--- config.mk ---
export PLATFORM = sky130hd
export DESIGN_NAME = block_buffer
export DESIGN_NICKNAME = d
export VERILOG_FILES = /design/src/rtl/block_buffer.sv
export SDC_FILE = /design/constraint.sdc
export NUM_CORES = 1
export LEC_CHECK = 0
export ABC_AREA = 1
export CORE_MARGIN = 5
export CORE_UTILIZATION = 32
export CTS_CLUSTER_SIZE = 28
export DETAILED_ROUTE_END_ITERATION = 10
export PLACE_DENSITY = 0.59
export SLEW_MARGIN = 20
export SYNTH_ARGS = -nofsm -noshare
export SYNTH_HDL_FRONTEND = slang
export SYNTH_SLANG_ARGS = --single-unit
--- constraint.sdc ---
create_clock -name clk -period 6 [get_ports clk]
set_clock_uncertainty 0.1 [all_clocks]
set_input_delay 0.6 -clock clk [delete_from_list [all_inputs] [get_ports clk]]
set_output_delay 0.6 -clock clk [all_outputs]
set_load 0.1 [all_outputs]
--- src/rtl/block_buffer.sv ---
// block_buffer
// Collects the byte stream coming from the I/O interface into one 64-byte
// BLAKE2s message block. Lanes that are never written stay zero, which gives
// the padding of a short final block. The running byte counter t is tracked
// across the blocks of a message. A finished block is held and presented to
// the compression core until it is acknowledged.
//
// Ports
//   clk, nreset          rising-edge clock, asynchronous active-low reset
//   data_v_i/data_i      byte strobe and value from the I/O interface
//   data_idx_i           byte lane within the current block
//   block_first_i/_last_i  byte belongs to the first / last block of a message
//   kk_i, ll_i           key length and message length in bytes
//   block_ack_i          compression core accepts the presented block
//   ready_v_o            buffer can accept bytes (forwarded to the host)
//   block_v_o            complete block presented
//   block_m_o            block data, byte k at bits [8k+7:8k]
//   block_first_o/_last_o  flags of the presented block
//   block_t_o            byte counter t for the presented block
//   err_o                sticky: a byte arrived while the buffer was full
module block_buffer (
  input  logic         clk,
  input  logic         nreset,
  input  logic         data_v_i,
  input  logic [7:0]   data_i,
  input  logic [5:0]   data_idx_i,
  input  logic         block_first_i,
  input  logic         block_last_i,
  input  logic [5:0]   kk_i,
  input  logic [63:0]  ll_i,
  input  logic         block_ack_i,
  output logic         ready_v_o,
  output logic         block_v_o,
  output logic [511:0] block_m_o,
  output logic         block_first_o,
  output logic         block_last_o,
  output logic [63:0]  block_t_o,
  output logic         err_o
);

  typedef enum logic {
    FILL = 1'b0,
    FULL = 1'b1
  } state_t;

  state_t       state_r, state_s;
  logic [511:0] buffer_r, buffer_s;
  logic [63:0]  cnt_r, cnt_s;
  logic [63:0]  blk_t_r, blk_t_s;
  logic         first_r, first_s;
  logic         blk_first_r, blk_first_s;
  logic         blk_last_r, blk_last_s;
  logic         err_r, err_s;
  logic         ready_r, ready_s;
  logic         valid_r, valid_s;

  logic         msg_start_s;
  logic [63:0]  cnt_upd_s;
  logic [63:0]  total_s;
  logic         empty_msg_s;
  logic         first_incl_s;
  logic         complete_s;

  // Derived per-byte conditions used by the next-state logic.
  always_comb begin
    msg_start_s  = block_first_i && (data_idx_i == 6'd0);
    // A message-start byte restarts the counter at one.
    if (msg_start_s) begin
      cnt_upd_s = 64'd1;
    end else begin
      cnt_upd_s = cnt_r + 64'd1;
    end
    // The key occupies a full, host-padded block ahead of the message.
    if (kk_i != 6'd0) begin
      total_s = ll_i + 64'd64;
    end else begin
      total_s = ll_i;
    end
    empty_msg_s = block_last_i && block_first_i && (total_s == 64'd0);
    // The first flag is sampled on lane 0; other lanes reuse the latched one.
    if (data_idx_i == 6'd0) begin
      first_incl_s = block_first_i;
    end else begin
      first_incl_s = first_r;
    end
    complete_s = (data_idx_i == 6'd63) || (block_last_i && (cnt_upd_s == total_s));
  end

  // Next-state and next-register logic of the FILL/FULL machine.
  always_comb begin
    state_s     = state_r;
    buffer_s    = buffer_r;
    cnt_s       = cnt_r;
    blk_t_s     = blk_t_r;
    first_s     = first_r;
    blk_first_s = blk_first_r;
    blk_last_s  = blk_last_r;
    err_s       = err_r;
    case (state_r)
      FILL: begin
        if (data_v_i) begin
          if (empty_msg_s) begin
            // Empty message: the byte is discarded, block completes as all-zero.
            buffer_s    = 512'd0;
            cnt_s       = 64'd0;
            blk_t_s     = 64'd0;
            first_s     = 1'b1;
            blk_first_s = 1'b1;
            blk_last_s  = 1'b1;
            state_s     = FULL;
          end else begin
            buffer_s[{data_idx_i, 3'b000} +: 8] = data_i;
            cnt_s   = cnt_upd_s;
            first_s = first_incl_s;
            if (complete_s) begin
              blk_t_s     = cnt_upd_s;
              blk_first_s = first_incl_s;
              blk_last_s  = block_last_i;
              state_s     = FULL;
            end else begin
              state_s = FILL;
            end
          end
        end else begin
          state_s = FILL;
        end
      end
      FULL: begin
        // Bytes arriving while a block is held are dropped and flagged.
        if (data_v_i) begin
          err_s = 1'b1;
        end else begin
          err_s = err_r;
        end
        if (block_ack_i) begin
          buffer_s = 512'd0;
          first_s  = 1'b0;
          state_s  = FILL;
        end else begin
          state_s = FULL;
        end
      end
      default: begin
        state_s = FILL;
      end
    endcase
    ready_s = (state_s == FILL);
    valid_s = (state_s == FULL);
  end

  // State and datapath registers.
  always_ff @(posedge clk or negedge nreset) begin
    if (!nreset) begin
      state_r     <= FILL;
      buffer_r    <= 512'd0;
      cnt_r       <= 64'd0;
      blk_t_r     <= 64'd0;
      first_r     <= 1'b0;
      blk_first_r <= 1'b0;
      blk_last_r  <= 1'b0;
      err_r       <= 1'b0;
      ready_r     <= 1'b1;
      valid_r     <= 1'b0;
    end else begin
      state_r     <= state_s;
      buffer_r    <= buffer_s;
      cnt_r       <= cnt_s;
      blk_t_r     <= blk_t_s;
      first_r     <= first_s;
      blk_first_r <= blk_first_s;
      blk_last_r  <= blk_last_s;
      err_r       <= err_s;
      ready_r     <= ready_s;
      valid_r     <= valid_s;
    end
  end

  assign ready_v_o     = ready_r;
  assign block_v_o     = valid_r;
  assign block_m_o     = buffer_r;
  assign block_first_o = blk_first_r;
  assign block_last_o  = blk_last_r;
  assign block_t_o     = blk_t_r;
  assign err_o         = err_r;

endmodule

## Word level (Yosys, flattened, before mapping)

Cells that the tools add are included.

- Flip-flop bits (word level): 646
- Input bits: 90
- Output and inout bits: 581

- $add $sub $neg: 3
- Multiplexer cells: 24
- Reductions and logical operators: 13
- Eq/ne operators: 4
- Shift operators: 2
- Bitwise gates (word level): 2

Operators by type and width:

| operator | number |
|---|---|
| $mux W512 | 3 |
| $pmux W512 S2 | 1 |
| $bwmux W512 | 1 |
| $shift A8 B11 Y512 const A | 1 |
| $shiftx A8 B11 Y512 | 1 |
| $mux W64 | 5 |
| $add A64 B1 Y64 const B | 1 |
| $add A64 B7 Y64 const B | 1 |
| $eq A64 B64 Y1 | 1 |
| $logic_not A64 Y1 | 1 |
| $mux W1 | 12 |
| $neg A9 Y11 | 1 |
| $eq A6 B6 Y1 const B | 1 |
| $logic_not A6 Y1 | 1 |
| $reduce_and A2 Y1 | 3 |
| $reduce_bool A6 Y1 | 1 |
| $logic_and A1 B1 Y1 | 4 |
| $ne A2 B2 Y1 const B | 2 |
| $pmux W1 S2 | 2 |
| $reduce_and A3 Y1 | 1 |
| $not A1 Y1 | 2 |
| $reduce_bool A2 Y1 | 1 |
| $logic_or A1 B1 Y1 | 1 |

## Longest topological paths before layout

Gate-level depths: netlist (run 1).

- Word-level depth: 11
- Depth in mapped cells: 27
- Gate-level depth less buffers: 23

## Worst setup path after synthesis (run 1)

No wires, ideal clock.

- Path type: input to register
- Start: in data_idx_i[0]
- End: reg blk_t_r[33] (netlist: block_t_o[33])
- Path buffers: 6
- Data required time: 5.778 ns
- Stages on the path: 22
- Library setup time: 0.122 ns
- Path slack: 2.496 ns
- Data arrival time: 3.282 ns
- Cells stage by stage: buf_2 buf_1 inv_1 ha_1 inv_1 nor2_1 nand4_1 clkbuf_1 clkbuf_1 nand3_1 inv_1 nand2_1 a21oi_1 nand3_1 nor2_1 nand2_1 nand2_2 nand2_2 buf_6 buf_6 nand2_1 nand2_1

- Word-level cells in the longest chain between the ends: 8
- Elaborated cells between the ends (all ways): 11
- Classes of those cells: 2 x eq/ne; 3 x mux; 6 x reduce/logical

RTL lines:

| item | line | text |
|---|---|---|
| start: declaration | 26 | `input logic [5:0] data_idx_i,` |
| $logic_not A6 Y1 | 66 | `msg_start_s = block_first_i && (data_idx_i == 6'd0);` |
| $logic_and A1 B1 Y1 | 66 |  |
| $mux W64 | 68 | `if (msg_start_s) begin` |
| $eq A64 B64 Y1 | 86 | `complete_s = (data_idx_i == 6'd63) \|\| (block_last_i && (cnt_upd_s == total_s));` |
| $logic_and A1 B1 Y1 | 86 |  |
| $logic_or A1 B1 Y1 | 86 |  |
| $reduce_bool A2 Y1 (no source line) | -- |  |
| $reduce_and A3 Y1 (no source line) | -- |  |
| end signal: assignment | 168 | `blk_t_r <= blk_t_s;` |
| end: declaration | 49 | `logic [63:0] blk_t_r, blk_t_s;` |

Several ways; a longest one is shown, not always the timed one. The select of a mux whose other input is x is not followed.
A chain may end at the register's enable or synchronous reset.

## Worst setup path in the final report (run 1)

- Start: in kk_i[3]
- End: reg buffer_r[32] (netlist: block_m_o[32])

- Word-level cells in the longest chain between the ends: 7

RTL lines:

| item | line | text |
|---|---|---|
| start: declaration | 29 | `input logic [5:0] kk_i,` |
| $reduce_bool A6 Y1 | 74 | `if (kk_i != 6'd0) begin` |
| $mux W64 | 74 |  |
| $logic_not A64 Y1 | 79 | `empty_msg_s = block_last_i && block_first_i && (total_s == 64'd0);` |
| $logic_and A1 B1 Y1 | 79 |  |
| $mux W512 | 102 | `if (empty_msg_s) begin` |
| $mux W512 | 101 | `if (data_v_i) begin` |
| $pmux W512 S2 | 99 | `case (state_r)` |
| end signal: assignment | 166 | `buffer_r <= buffer_s;` |
| end: declaration | 47 | `logic [511:0] buffer_r, buffer_s;` |

Every way passes these cells. The select of a mux whose other input is x is not followed.

==> results list, run 1 <==
- After detailed routing, the number of remaining DRC violations is 0.
- Worst Setup Start Kind: input port
- Sort of element at the end of the critical path: register
* Combined area of the multi-input logic cells: 0.0161 mm2
- Final cell count without fillers: 6932
* Total number of nets in the final design: 5558
- Library cell appearing most often on the critical path: sky130_fd_sc_hd__nand2_1
* Top-level I/O count: 671
- The slowest stage of the critical path belongs to the cell sky130_fd_sc_hd__nor3_1.
- Pin count of the biggest net entering global routing: 150
* Via count of the first global-routing pass: 33224
* Placed Instances: 6784
* Layout filler cell count: 10958
- Final antenna-violating net count: 0
* RSZ-0062 raised after global routing: no
- Final routed wire length divided by cell count: 22.1 um
- Synthesis instantiated 44 different standard cells from the library.
* Number of I/O port buffers: 670
- Measured in cells, the most critical reg-to-reg path has a length of 21.
- On the worst path, the slowest cell contributes a delay of 0.52 ns.
- Fraction of the cycle the final worst path needs: 0.722
- Clock tree synthesis found a total of 646 sinks.
- In this run the tightest slew margin relative to its limit is 0.193.
- During synthesis, Yosys emitted a total of 0 warnings.
* Commonest cells after routing, fill and taps aside: 2029 x sky130_fd_sc_hd__nand2_1, 678 x sky130_fd_sc_hd__nand3_1, 658 x sky130_fd_sc_hd__clkdlybuf4s50_1
- The worst hold path belongs to the class reg -> reg.
- Total Negative Setup Slacks: 0 ns
- Hold path cells: 2
- Hpwl dp: 116000 um
* Number of maximum-capacitance constraint violations: 0
- Initial core utilization: 0.321
* Number of vias per cell after detailed routing: 5.10
- After floorplanning, the core was divided into 120 placement rows.
- TritonCTS built the clock tree.
- Number of enable-type register cells in the synthesized netlist: 0
- Die ar.: 0.114 mm2
* Leftover overflow at the end of global routing: 0
- Top_reg_cell synth: sky130_fd_sc_hd__dfrtp_1
- Data on the critical path is required at its endpoint by 6.44 ns.
- After clock tree synthesis, the clock-pin slew on the worst setup and hold paths is 0.06 ns.
- The area growth from synthesis to layout is 31.8%.
* Maximum VDD drop: 0.000234 V
- Slew at the pin with the worst max-slew slack: 1.21 ns
* Core area: 0.107 mm2
* Area after detailed placement: 0.0426 mm2
- The first global-routing pass estimated 222000 um of wire.
- Clk buf depth: 3
- Post-route minimum period: 4.33 ns
* Static power due to leakage: 0.0222 uW
- Routability cong.: 0.954
* Status: finished clean
- Die Span Y: 338 um
- Post-CTS repair changed the size of 0 cells.
- Ys async rst share: 1.00
* Average size of a mapped cell: 7.15 um2
- For this design the ratio of total power to cell area is 332 mW/mm2.
* Final number of hold-violating endpoints: 0
* Maximum clock rate: 231 MHz
* Layout Cell Area excl Fill: 0.0453 mm2
- Root cell of the clock tree: sky130_fd_sc_hd__clkbuf_16
- Along the worst path, the maximum fanout reaches 33.
* Post-layout total power: 15000 uW
- Share of cells above drive strength 1: 0.0633
* Setup violators final: 0
- Overall via count from detail_route: 35345
- The H-tree was split into 3 levels.
* Seq. cell area: 0.0162 mm2
- Clk Latency, worst-skew pair: 0.65 ns
- Number of storage elements in the synthesis netlist: 646
- Post-Syn Nets: 4904
- Data arrival at the endpoint of the critical path: 4.77 ns
- Chip Width: 338 um
- The first detailed-routing pass ran for 5 iterations.
- Total GRT Usage: 0.259
- The routed design has 153000 um of wire.
- Summing every instance area after synthesis gives 0.0344 mm2.
- Counting the buffers created by CTS gives 78.
- Max-slew violation count: 0
- Initial DRC Count: 3754
- Final hold slack: 0.368 ns
- Sequence of cells on the critical path: clkdlybuf4s50_1 > nor2_1 > nand3_2 > nand2_1 > nor2_4 > nand2_1 > nand2_1 > nor3_1 > nand2_1 > nor2_1 > nand2_2 > nor2_4 > nand2_4 > nand2_8 > buf_12 > o21ai_1 > nand2_1 > nand2_1
* Startpoint-to-endpoint class of the critical path: in -> reg
- The number of antenna violations at the first check in global routing was 7.
- Leaving out fill and tap cells, the most frequent cell in the layout is sky130_fd_sc_hd__nand2_1.
- Sequential area share after synthesis: 0.470
- Number of standard cells after synthesis: 4808
critical path, delay by kind of cell:
kind / cells / cell delay, ns
compound gates: 1 / 0.32
buf+inv: 2 / 0.78
simple gates: 15 / 2.98
cell families (layout without fill, tap and decap cells):
logic type,Yosys count,count (layout),share of synthesized area
compound gates,197,197,0.0417
xor+xnor,15,15,0.00382
fa+ha+maj,6,6,0.00218
buf+inv,494,1212,0.0612
flops,646,646,0.470
other cells,0,3,0
simple gates,3450,3450,0.421
cell usage after synthesis (2+ instances only):
cell | count | area share
sky130_fd_sc_hd__xnor2_1 | 5 | 0.0013
sky130_fd_sc_hd__o21ai_1 | 42 | 0.0061
sky130_fd_sc_hd__nand3b_1 | 10 | 0.0022
sky130_fd_sc_hd__buf_12 | 4 | 0.0023
sky130_fd_sc_hd__inv_1 | 301 | 0.033
sky130_fd_sc_hd__inv_2 | 18 | 0.0020
sky130_fd_sc_hd__and3_1 | 2 | 0.00036
sky130_fd_sc_hd__dfrtp_1 | 645 | 0.47
sky130_fd_sc_hd__nor4_1 | 15 | 0.0027
sky130_fd_sc_hd__buf_1 | 21 | 0.0023
sky130_fd_sc_hd__o21ai_2 | 2 | 0.00051
sky130_fd_sc_hd__nor3_1 | 55 | 0.0080
sky130_fd_sc_hd__ha_1 | 6 | 0.0022
sky130_fd_sc_hd__xor2_1 | 10 | 0.0025
sky130_fd_sc_hd__a21oi_1 | 10 | 0.0015
sky130_fd_sc_hd__nor4_2 | 4 | 0.0015
sky130_fd_sc_hd__nand3_1 | 678 | 0.099
sky130_fd_sc_hd__o21ai_4 | 35 | 0.017
sky130_fd_sc_hd__nor2_4 | 12 | 0.0039
sky130_fd_sc_hd__buf_2 | 48 | 0.0070
sky130_fd_sc_hd__nand2_1 | 2029 | 0.22
sky130_fd_sc_hd__buf_6 | 6 | 0.0020
sky130_fd_sc_hd__nand2_4 | 3 | 0.00098
sky130_fd_sc_hd__nand2_2 | 8 | 0.0015
sky130_fd_sc_hd__clkinv_1 | 6 | 0.00066
sky130_fd_sc_hd__nor2_1 | 512 | 0.056
sky130_fd_sc_hd__o21bai_1 | 2 | 0.00044
sky130_fd_sc_hd__o21ai_0 | 94 | 0.014
sky130_fd_sc_hd__and2_1 | 2 | 0.00036
sky130_fd_sc_hd__a21oi_2 | 9 | 0.0023
sky130_fd_sc_hd__nand3_2 | 2 | 0.00058
sky130_fd_sc_hd__nor3b_1 | 3 | 0.00066
sky130_fd_sc_hd__nor3_2 | 6 | 0.0017
sky130_fd_sc_hd__nor2_2 | 31 | 0.0056
sky130_fd_sc_hd__clkbuf_1 | 71 | 0.0078
sky130_fd_sc_hd__nand4_1 | 77 | 0.014
sky130_fd_sc_hd__buf_4 | 17 | 0.0037
path summary, 6_finish.rpt:
check	startpoint	to	slack [ns]
min reg2reg	block_m_o[400]	block_m_o[400]	0.37
max reg2reg	cnt_r[0]	block_t_o[49]	1.78
min in group asynchronous	nreset	block_m_o[154]	0.42
min	block_m_o[400]	block_m_o[400]	0.37
max	kk_i[3]	block_m_o[32]	1.67
max in group asynchronous	nreset	block_m_o[382]	3.80
state kept, by name, indices dropped and copies added, names as in the netlist:
| name | cells |
|---|---|
| block_m_o | 512 |
| block_last_o | 1 |
| block_first_o | 1 |
| ready_v_o | 1 |
| err_o | 1 |
| first_r | 1 |
| cnt_r | 64 |
| block_t_o | 64 |
| block_v_o | 1 |
power by group:
group | switching, uW | total [uW] | leakage (uW) | internal [uW]
sequential | 345 | 5140 | 0.00881 | 4790
combinational | 4010 | 5030 | 0.0121 | 1010
clock | 2030 | 4870 | 0.00128 | 2840
total | 6390 | 15000 | 0.0222 | 8650
area by class of cell:
type	count	area share
clock buffer	112	0.0504
inverter	326	0.0273
tap	1403	0.0388
antenna	3	0.000166
clock inverter	32	0.00771
multi-input combinational	3668	0.356
timing repair buffer	742	0.162
sequential	646	0.357
metal layers:
layer,GRT usage,part of all wire,wire length [um]
met2,0.393,0.44,67300
met3,0.0719,0.096,14700
met5,0,0.00035,54
met1,0.349,0.41,63500
met4,0.111,0.051,7770
stage by stage:
step	setup slack (ns)	util
2_1_floorplan	2.50	-
3_3_place_gp	1.16	0.399
3_5_place_dp	1.05	0.399
4_1_cts	1.76	0.424
5_1_grt	1.33	0.424
6_report	1.67	0.424
timing repair:
| item | in CTS | in global routing |
|---|---|---|
| setup buffers | 0 | 0 |
| hold buffers | 1 | 0 |
| endpoints found under the hold margin | 69 | 0 |
No activity file was read; power rests on OpenSTA's default activity.
==> inputs of run 2 (changes only) <==
==> constraint.sdc (replaced) <==
create_clock -name clk -period 4.5 [get_ports clk]
set_clock_uncertainty 0.1 [all_clocks]
set_input_delay 0.45 -clock clk [delete_from_list [all_inputs] [get_ports clk]]
set_output_delay 0.45 -clock clk [all_outputs]
set_load 0.1 [all_outputs]
==> run 2 against run 1 <==
- clock power is 40% higher
- register-to-register slack worse by 1.3 ns
- hold slack got worse by 0.14 ns
- cell area is 1.9% higher
- count of clock-buffer cells in the layout shrank 9
- non-clock buffer count rose by 85
- setup slack got worse by 1.2 ns
- combinational power grew 34%
- via count rose by 1.8%
==> results list, run 2 (synthesized netlist as in run 1, its figures left out) <==
- In the finished design, the share of the clock period the worst path needs comes to 0.896.
* Routability cong.: 0.970 (+1.7%)
- Max-slew violation count: 0 (unchanged)
- The starting DRC count in detailed routing came to 3442 (-8.3%).
- The worst supply voltage drop on vdd was 0.000390 V (+67%).
- The HPWL after detailed placement came to 120000 um (+3.2%).
- RSZ-0062 raised after global routing: no
* CTS HTree Levels: 3 (unchanged)
- Timing would allow up to 248 MHz.
- Post-route minimum period: 4.03 ns
* Max stage delay cell, worst path: sky130_fd_sc_hd__dfrtp_1
* Leftover overflow at the end of global routing: 0 (unchanged)
- Biggest cell delay along the critical path: 0.44 ns (-0.08 ns)
- Relative area change from synthesis to final layout: 34.3%
- The ratio of cells with drive above 1 in the final layout was 0.0790 (+0.0157).
- Layout filler cell count: 10908 (-0.46%)
- The number of buffers on the longest clock path was 3 (unchanged).
* Worst R2R Start: cnt_r[1]
- The number of I/O port buffers was 670 (unchanged).
- The final routed wirelength across all metal layers was 156000 um (+2.0%).
- Via count of the first global-routing pass: 33479 (+0.77%)
- Walking the worst path, the cells encountered are ha_1 > nand2_1 > nor2_2 > nand2_1 > nor2_1 > buf_4 > nand2_1 > nand2_1 > nor2_1 > nand2_1 > nand2_1 > nor2_1 > nand2_1 > nor2_1 > nand2_1 > nor2_1 > nand2_1 > nor2_1 > nand2_1 > nand2_2 > buf_4 > nand3_1 > nand2_1.
* Max reg flops: 512 (unchanged)
- Initial core utilization: 0.321 (unchanged)
- The average wire per cell in the routed design came to 22.3 um (+0.84%).
* Die ar.: 0.114 mm2 (unchanged)
* Met1 routed wirelength after detailed routing: 66700 um (+5.0%)
- Detailed Routing Iterations Pass 1: 6 (+1)
* Placed Instances: 6869 (+1.3%)
* Number of remaining DRC errors: 0 (unchanged)
- Worst min-delay path startpoint: data_i[2]
* Seq. cell area: 0.0162 mm2 (unchanged)
- The critical path starts at cnt_r[1].
- The footprint of the multi-input gates is 0.0161 mm2 (about the same).
* Antenna violations before repair: 6 (-1)
* Setup violators final: 0 (unchanged)
- Met2 wirelength from detailed routing: 68600 um (+2.0%)
* Wire length of the first global-routing pass: 225000 um (+1.4%)
- Sort of element at the end of the critical path: register
- The die height was 338 um (unchanged).
* Most common cell after layout, fill and taps aside: sky130_fd_sc_hd__nand2_1
- The data required time at the worst endpoint came to 4.98 ns (-1.46 ns).
- Total clock sinks: 646 (unchanged)
* Static power due to leakage: 0.0228 uW (+2.6%)
* Root cell of the clock tree: sky130_fd_sc_hd__clkbuf_16
- The number of nets still failing antenna checks after routing was 0 (unchanged).
- Final cell count without fillers: 7010 (+1.1%)
- The data arrival at the endpoint of the critical path is 4.51 ns (-0.26 ns).
* TritonCTS clock tree: built
* Slew at the pin with the worst max-slew slack: 1.18 ns (-0.0228 ns)
- The worst slack after detailed placement is 0.121 ns (-0.926 ns).
- Number of maximum-capacitance constraint violations: 0 (unchanged)
* CP max FO: 23 (-30%)
- The top cell types in the final layout, fill and taps aside, are 2029 x sky130_fd_sc_hd__nand2_1, 678 x sky130_fd_sc_hd__nand3_1, 652 x sky130_fd_sc_hd__clkdlybuf4s50_1.
- By startpoint and endpoint, the worst setup path is classified as reg -> reg.
* Clock slew at reported path FFs: 0.06 ns (about the same)
- Status: finished clean
- In this run the worst hold path is classified as in -> reg.
* Placement row count: 120 (unchanged)
- Share of the core filled with cells: 0.432 (+0.00794)
* Final number of hold-violating endpoints: 0 (unchanged)
- The count of pins on the block boundary was 671 (unchanged).
* Overall via count from detail_route: 35971 (+1.8%)
- The worst slew margin relative to its limit was 0.207 (+0.0135).
* Pin count of the biggest net entering global routing: 99 (-34%)
* CTS buffer count: 77 (-1.3%)
- The aggregate negative setup slack was 0 ns (unchanged).
- STA classifies the critical path startpoint as a register.
- Total GRT Usage: 0.263 (+0.00379)
- Counting stages on the worst path, the most repeated cell is sky130_fd_sc_hd__nand2_1.
* Total number of nets in the final design: 5642 (+1.5%)
- Pwr Density: 443 mW/mm2 (+33%)
- Number of vias per cell after detailed routing: 5.13 (+0.64%)
- Max Used Layer: met5
* Final worst slack: 0.468 ns (-1.20 ns)
- Clk Latency, worst-skew pair: 0.65 ns (about the same)
- The placeable core region is 0.107 mm2 (unchanged).
- Chip Width: 338 um (unchanged)
- Routed wl met3: 13100 um (-11%)
## run 2: cell types whose count changed in the layout (fill, tap and decap cells not counted), sizes merged
cell	change
buf	+91
clkdlybuf4s50	-6
inv	+1
clkbuf	-9
clkinvlp	-3
bufinv	+7
diode	-2
clkinv	-1
## run 2: where the power goes
part	switching, uW	internal [uW]
Combinational	5380	1380
Sequential	466	6390
Clock	2720	4120
Total	8560	11900
## run 2: path summary, 6_finish.rpt
kind,endpoint,cells past startpoint,slack [ns]
hold / removal,block_m_o[474],5,0.23
setup reg to reg,block_t_o[32],23,0.47
setup / recovery,block_t_o[32],23,0.47
max in group asynchronous,block_t_o[47],3,2.85
hold reg to reg,err_o,1,0.37
min in group asynchronous,block_m_o[302],2,0.39
## run 2: final cells by class
| class | instances | share of cell area |
|---|---|---|
| tap | 1403 | 0.0380 |
| clock inverter | 36 | 0.0117 |
| timing repair buffer | 827 | 0.176 |
| antenna | 1 | 0.0000542 |
| clock buffer | 103 | 0.0480 |
| multi-input combinational | 3668 | 0.350 |
| inverter | 326 | 0.0268 |
| sequential | 646 | 0.350 |
## run 2: critical path: cells and delay by family, from the launching register on
kind | cells | cell delay (ns)
fa+ha+maj | 1 | 0.30
flops | 1 | 0.44
simple gates | 20 | 2.58
buf+inv | 2 | 0.56
## run 2: repair_timing
action,CTS,global route
endpoints found under the hold margin,84,0
resized for setup,0,0
setup buffers,0,0
hold buffers,1,0
## run 2: layer usage
metal  vias to the layer above  global-route usage
met5                         -                   0
met4                         8               0.111
met3                       270              0.0557
met2                      1563               0.402
met1                     17327               0.364
li1                      16803                   -
## run 2: metrics by stage
stage,hold slack [ns],total power (uW),area [um2]
after detailed placement,0.354,13700,43400
after CTS,0.173,20600,46100
after global routing,0.251,21100,46100
after global placement,0.337,13700,43400
after floorplan,0.0544,11500,34400
final,0.228,20400,46100
